File: src/rtl/mem_port_arbiter.sv
`default_nettype none
// =============================================================================
// mem_port_arbiter : round-robin sharing of one fixed-latency memory port
//                    between the CPU datapath (port 0) and a DMA master (port 1)
// Revision        : 1.0
// =============================================================================
module mem_port_arbiter #(
   parameter int AW  = 32,
   parameter int DW  = 32,
   parameter int LAT = 2
) (
   input  logic          clk,
   input  logic          rst,
   input  logic          req0,
   input  logic          we0,
   input  logic [AW-1:0] addr0,
   input  logic [DW-1:0] wdata0,
   output logic          ack0,
   input  logic          req1,
   input  logic          we1,
   input  logic [AW-1:0] addr1,
   input  logic [DW-1:0] wdata1,
   output logic          ack1,
   output logic [DW-1:0] rdata,
   output logic          cpu_stall,
   output logic          busy,
   output logic          mem_en,
   output logic          mem_we,
   output logic [AW-1:0] mem_addr,
   output logic [DW-1:0] mem_wdata,
   input  logic [DW-1:0] mem_rdata
);

   typedef enum logic [1:0] {
      IDLE  = 2'd0,
      ISSUE = 2'd1,
      WAIT  = 2'd2,
      DONE  = 2'd3
   } state_t;

   localparam logic [3:0] LAT_CNT = 4'(LAT);

   state_t     state;
   logic [3:0] cnt;
   logic       last;
   logic       owner;
   logic       own_we;
   logic       grant1;

   // Port 1 wins when alone, or when both ask and port 0 was served last.
   assign grant1 = req1 & (~req0 | ~last);

   // The memory strobes are loaded on the grant edge so they are already
   // registered and valid throughout the ISSUE cycle.
   always_ff @(posedge clk or posedge rst) begin
      if (rst) begin
         state     <= IDLE;
         cnt       <= 4'd0;
         last      <= 1'b1;
         owner     <= 1'b0;
         own_we    <= 1'b0;
         ack0      <= 1'b0;
         ack1      <= 1'b0;
         mem_en    <= 1'b0;
         mem_we    <= 1'b0;
         mem_addr  <= '0;
         mem_wdata <= '0;
         rdata     <= '0;
      end else begin
         case (state)
            IDLE: begin
               if (req0 | req1) begin
                  owner     <= grant1;
                  last      <= grant1;
                  own_we    <= grant1 ? we1 : we0;
                  mem_en    <= 1'b1;
                  mem_we    <= grant1 ? we1 : we0;
                  mem_addr  <= grant1 ? addr1 : addr0;
                  mem_wdata <= grant1 ? wdata1 : wdata0;
                  state     <= ISSUE;
               end
            end
            ISSUE: begin
               mem_en <= 1'b0;
               mem_we <= 1'b0;
               cnt    <= 4'd1;
               state  <= WAIT;
            end
            WAIT: begin
               if (cnt == LAT_CNT) begin
                  if (!own_we) begin
                     rdata <= mem_rdata;
                  end
                  ack0  <= ~owner;
                  ack1  <= owner;
                  state <= DONE;
               end else begin
                  cnt <= cnt + 4'd1;
               end
            end
            DONE: begin
               ack0  <= 1'b0;
               ack1  <= 1'b0;
               state <= IDLE;
            end
            default: state <= IDLE;
         endcase
      end
   end

   assign cpu_stall = req0 & ~ack0;
   assign busy      = (state != IDLE);

endmodule
`default_nettype wire

File: config.mk
export PLATFORM = sky130hd
export DESIGN_NAME = mem_port_arbiter
export DESIGN_NICKNAME = d
export VERILOG_FILES = /design/src/rtl/mem_port_arbiter.sv
export SDC_FILE = /design/constraint.sdc
export NUM_CORES = 1
export LEC_CHECK = 0
export BUFFER_PORTS_ARGS = -buffer_cell sky130_fd_sc_hd__buf_4
export CAP_MARGIN = 0
export CORE_ASPECT_RATIO = 0.7
export CORE_MARGIN = 2
export CORE_UTILIZATION = 45
export CTS_CLUSTER_DIAMETER = 50
export DETAILED_ROUTE_END_ITERATION = 6
export GPL_ROUTABILITY_DRIVEN = 0
export GPL_TIMING_DRIVEN = 1
export PLACE_DENSITY = 0.8
export SYNTH_ARGS = -nofsm -noshare
export SYNTH_HDL_FRONTEND = slang
export SYNTH_SLANG_ARGS = --single-unit
export TNS_END_PERCENT = 5
File: constraint.sdc
create_clock -name clk -period 3.8 [get_ports clk]
set_input_delay 0.57 -clock clk [delete_from_list [all_inputs] [get_ports clk]]
set_output_delay 0.57 -clock clk [all_outputs]
set_load 0.01 [all_outputs]
Yosys cells after proc, flatten, opt, wreduce, memory -nomap -nowiden
Index checks and enable logic that the tools add are counted.
{ "word_totals": {"ff_bits": 109, "out_inout_bits": 102, "wordCells": 56} }
{ "op_classes": {"addsub": 1, "eq_ne": 7, "muxes": 16, "n_bitwise": 9, "reduce_logical": 11} }
{ "ops": {"columns": ["operator", "count"], "rows": [
  ["32-bit 2-to-1 mux", 2],
  ["2-bit AND reduction", 5],
  ["1-bit one-hot mux with 2 select lines", 4],
  ["2-bit one-hot mux with 4 select lines", 1],
  ["4-bit one-hot mux with 2 select lines", 1],
  ["2-bit nonzero test", 4],
  ["2-bit != test (second input constant)", 3],
  ["1-bit 2-to-1 mux", 5],
  ["1-bit inverter", 5],
  ["4-bit by 1-bit adder with 4-bit output (second input constant)", 1],
  ["2-bit equality test (second input constant)", 2],
  ["4-bit by 2-bit equality test with 1-bit output (second input constant)", 1],
  ["2-bit 2-to-1 mux", 2],
  ["4-bit 2-to-1 mux", 1],
  ["3-bit AND reduction", 1],
  ["1-bit AND", 2],
  ["2-bit by 1-bit equality test with 1-bit output (second input constant)", 1],
  ["2-bit zero test", 1],
  ["1-bit OR", 2]
]} }

Logic depth before layout (Yosys ltp)
{ "logic_depth": {"ltp_word": 6, "ltp_mapped": 7} }

Worst setup path after synthesis
OpenSTA, ideal clock, no wires.
{ "synth_path": {"kind": "register to register", "from": "register cnt[0]", "to": "register rdata[10]", "setup_ns": 0.125, "t_arrival_ns": 1.891, "slack_ns": 1.785, "path_stages_with_launch": 8, "n_path_buf": 2, "path_cell_list": "dfrtp_1 > inv_1 > ha_1 > or3b_1 > buf_2 > nor3b_4 > buf_6 > mux2_2"} }
{ "synth_between": {"elab_chain_len": 2} }
{ "synth_lines": {"columns": ["item", "line_no", "source"], "rows": [
  ["start, declared", "44", "logic [3:0] cnt;"],
  ["start signal, assigned", "98", "cnt <= cnt + 4'd1;"],
  ["4-bit by 2-bit equality test with 1-bit output", "90", "if (cnt == LAT_CNT) begin"],
  ["3-bit AND reduction (no source line)", null, null],
  ["end signal, assigned", "92", "rdata <= mem_rdata;"],
  ["end, declared", "24", "output logic [DW-1:0] rdata,"]
]} }
Every way passes these cells.
A chain may end at the register's enable or synchronous reset.

Worst setup path in the final report
{ "layout_path": {"from": "register cnt[0]", "to": "register rdata[1]"} }
The elaborated chain is that of the path after synthesis.

==> flow_summary_export.csv <==
group,metric,value,unit
synth,async_reset_ff_share,100.0,%
global_routing,busiest_layer,"met2",
pwr,p_leak,3.877,nW
clocking,hold_buffers,0,
clocking,clkSlewWorstSetupHoldPaths,0.08,ns
global_routing,grt_pass1_wl,20.63,mm
final_layout,mostFrequentLayoutCells,"buf_4 (273), dfrtp_1 (108), nand2_1 (69)",
final_layout,final_nets,847,
sta,max_slew_margin,50.74,%
routing,vias,4001,
hold_path,min_path_type,"in -> async",
critical_path,ff2ff_setup_slack,1.51,ns
critical_path,r2r-start,"cnt[0]",
die,die_h,90.72,µm
routing,via_per_inst,4.933,
pwr,power_density,730.5,mW/mm²
clocking,cts_resized,0,
sta,setup_tns,0,ns
synth,synth_edf_count,0,
final_layout,drive_gt1_share,48.01,%
clocking,cts_tree,"done",
synth,yosysWarnings,0,
sta,final_hold_viol_count,0,
critical_path,cp_max_fo,32,
sta,rsz0062_at_grt,"no",
synth,syn_area_per_cell,11.59,µm²
critical_path,reg2reg_depth,6,
global_routing,use_met1,25.20,%
final_layout,diodes,0,
synth,syn_area,0.004835,mm²
routing,post_drt_wl_per_cell,16.16,µm
global_routing,grtUsageMet3,6.576,%
die,dieArea,0.01160,mm²
sta,worst_slew_pin_slew,0.7388,ns
synth,synth_cells,417,
critical_path,critPathRequiredTime,4.02,ns
global_routing,track_usage,22.75,%
global_routing,grt_overflow,0,
routing,dr.first_iter.drc_count,86,
sta,period_share,60.28,%
clocking,cts_buffer_depth,2,
clocking,cts-root-buf,"clkbuf_16",
critical_path,arrival,2.51,ns
die,start_util,46.51,%
global_routing,grt_use_met2,42.60,%
global_routing,grt_max_degree,79,
routing,detail_route.wirelength,13.11,mm
critical_path,startpoint_type,"flop",
synth,ys_seq_area_share,56.44,%
final_layout,final_common_cell,"buf_4",
clocking,htreeDepth,3,
sta,skew,0.005077,ns
sta,final-max-slew-violation-count,0,
routing,drtPass1Iterations,4,
placement,io_buffer_count,267,
placement,hpwlAfterDp,10.19,mm
final_layout,final_util,69.56,%
job,max_cap_viol_count,0,
sta,period_minus_slack,2.291,ns
global_routing,grt_pass1_vias,4212,
clocking,cts.sinks,109,
routing,antenna_left,0,
clocking,clock_latency,0.34,ns
status,status,"finished clean",
critical_path,endpoint_kind,"flop",
die,rows,31,
sta,hold_ws,0.3496,ns
die,die_width,127.9,µm
synth,synth_fp_nets,590,
clocking,post_cts_buffers,0,
global_routing,antenna_found_initial,0,
final_layout,fillers,794,
routing,drc,0,
final_layout,area_delta_synth_final,49.56,%
synth,synth_ff_type,"dfrtp_1",
critical_path,crit_type,"reg -> reg",
sta,setup_violations,0,
die,io_pins,268,
clocking,numCtsBuffers,9,
sta,fmax,436.6,MHz
die,coreArea,0.01040,mm²
pwr,ir_worst_vdd,0.4370,mV
synth,ys_types,36,
critical_path,timing.rr.end,"rdata[1]",
synth,ys_ff_latch,109,
[where the power goes]
part           internal [mW]  switching (mW)  total (mW)
Combinational           1.20            1.15        2.35
Sequential              1.71           0.319        2.03
Clock                  0.454           0.441       0.895
[Yosys cell counts (all sizes together) (2+ instances only)]
| cell | n | area (µm²) |
|---|---|---|
| nand3 | 2 | 10.01 |
| o21ai | 69 | 345.3 |
| a21oi | 4 | 20.02 |
| mux2i | 66 | 660.6 |
| nor2 | 3 | 11.26 |
| nor3b | 3 | 33.78 |
| nor2b | 2 | 12.51 |
| clkbuf | 17 | 63.81 |
| dfrtp | 108 | 2703 |
| ha | 7 | 87.58 |
| inv | 6 | 22.52 |
| buf | 11 | 76.32 |
| nand2 | 69 | 259.0 |
| mux2 | 33 | 371.6 |
[critical path: stages, from the launching register on]
cell	delay, ns
dfrtp_1	0.41
inv_1	0.09
ha_1	0.17
or3b_1	0.51
nor3b_4	0.21
buf_4	0.39
mux2_2	0.40
[metal layers]
metal | up-vias | share of wire, %
met4 | 0 | 1.4
met2 | 154 | 53
li1 | 1962 | -
met5 | - | 0
met3 | 13 | 7.9
met1 | 1872 | 38
[kinds of logic (layout without fill, tap and decap cells)]
logic type | count (synthesis) | in the layout | synth area share (%)
AO/OA/AOI/OAI | 82 | 82 | 9.136
multiplexers | 99 | 99 | 21.35
flip-flops | 109 | 109 | 56.44
AND/OR/NAND/NOR | 85 | 85 | 7.712
XOR/XNOR | 1 | 1 | 0.1812
buffers and inverters | 34 | 296 | 3.364
adder cells (fa/ha/maj) | 7 | 7 | 1.812
[per-stage QoR]
stage | instance area (µm²) | std cells | setup WS [ns] | total power [mW]
after floorplan | 4835 | 417 | 0.3577 | 3.199
after global placement | 6949 | 795 | 1.614 | 4.333
after detailed placement | 6949 | 795 | 1.512 | 4.444
after CTS | 7231 | 811 | 1.489 | 5.345
after global routing | 7231 | 811 | 1.372 | 5.670
final | 7231 | 811 | 1.509 | 5.282
[how the worst max path moves through the flow]
stage / startpoint / end / slack [ns] / depth (start not counted)
global placement: cnt[0] / rdata[28] / 1.61 / 6
detailed placement: cnt[0] / rdata[1] / 1.51 / 6
floorplan: rst / ack0 / 0.36 / 1
finish: cnt[0] / rdata[1] / 1.51 / 6
global route: cnt[0] / rdata[1] / 1.37 / 6
CTS: cnt[0] / rdata[1] / 1.49 / 6
[flip-flops by register name, indices dropped and copies added (netlist names)]
register and flops:
ack0 1, ack1 1, cnt 4, last 1, mem_addr 32, mem_en 1, mem_wdata 32, mem_we 1
own_we 1, owner 1, rdata 32, state 2
[cell type report]
cell class	instances	area (µm²)	share of cell area (%)
clock inverters	7	56.30	0.7787
repair buffers	274	2069	28.62
inverters	6	25.02	0.3461
flip-flops and latches	109	2729	37.74
well taps	132	165.2	2.284
multi-input cells	274	1961	27.12
clock buffers	9	225.2	3.115
Power figures use the tool's default switching activity.
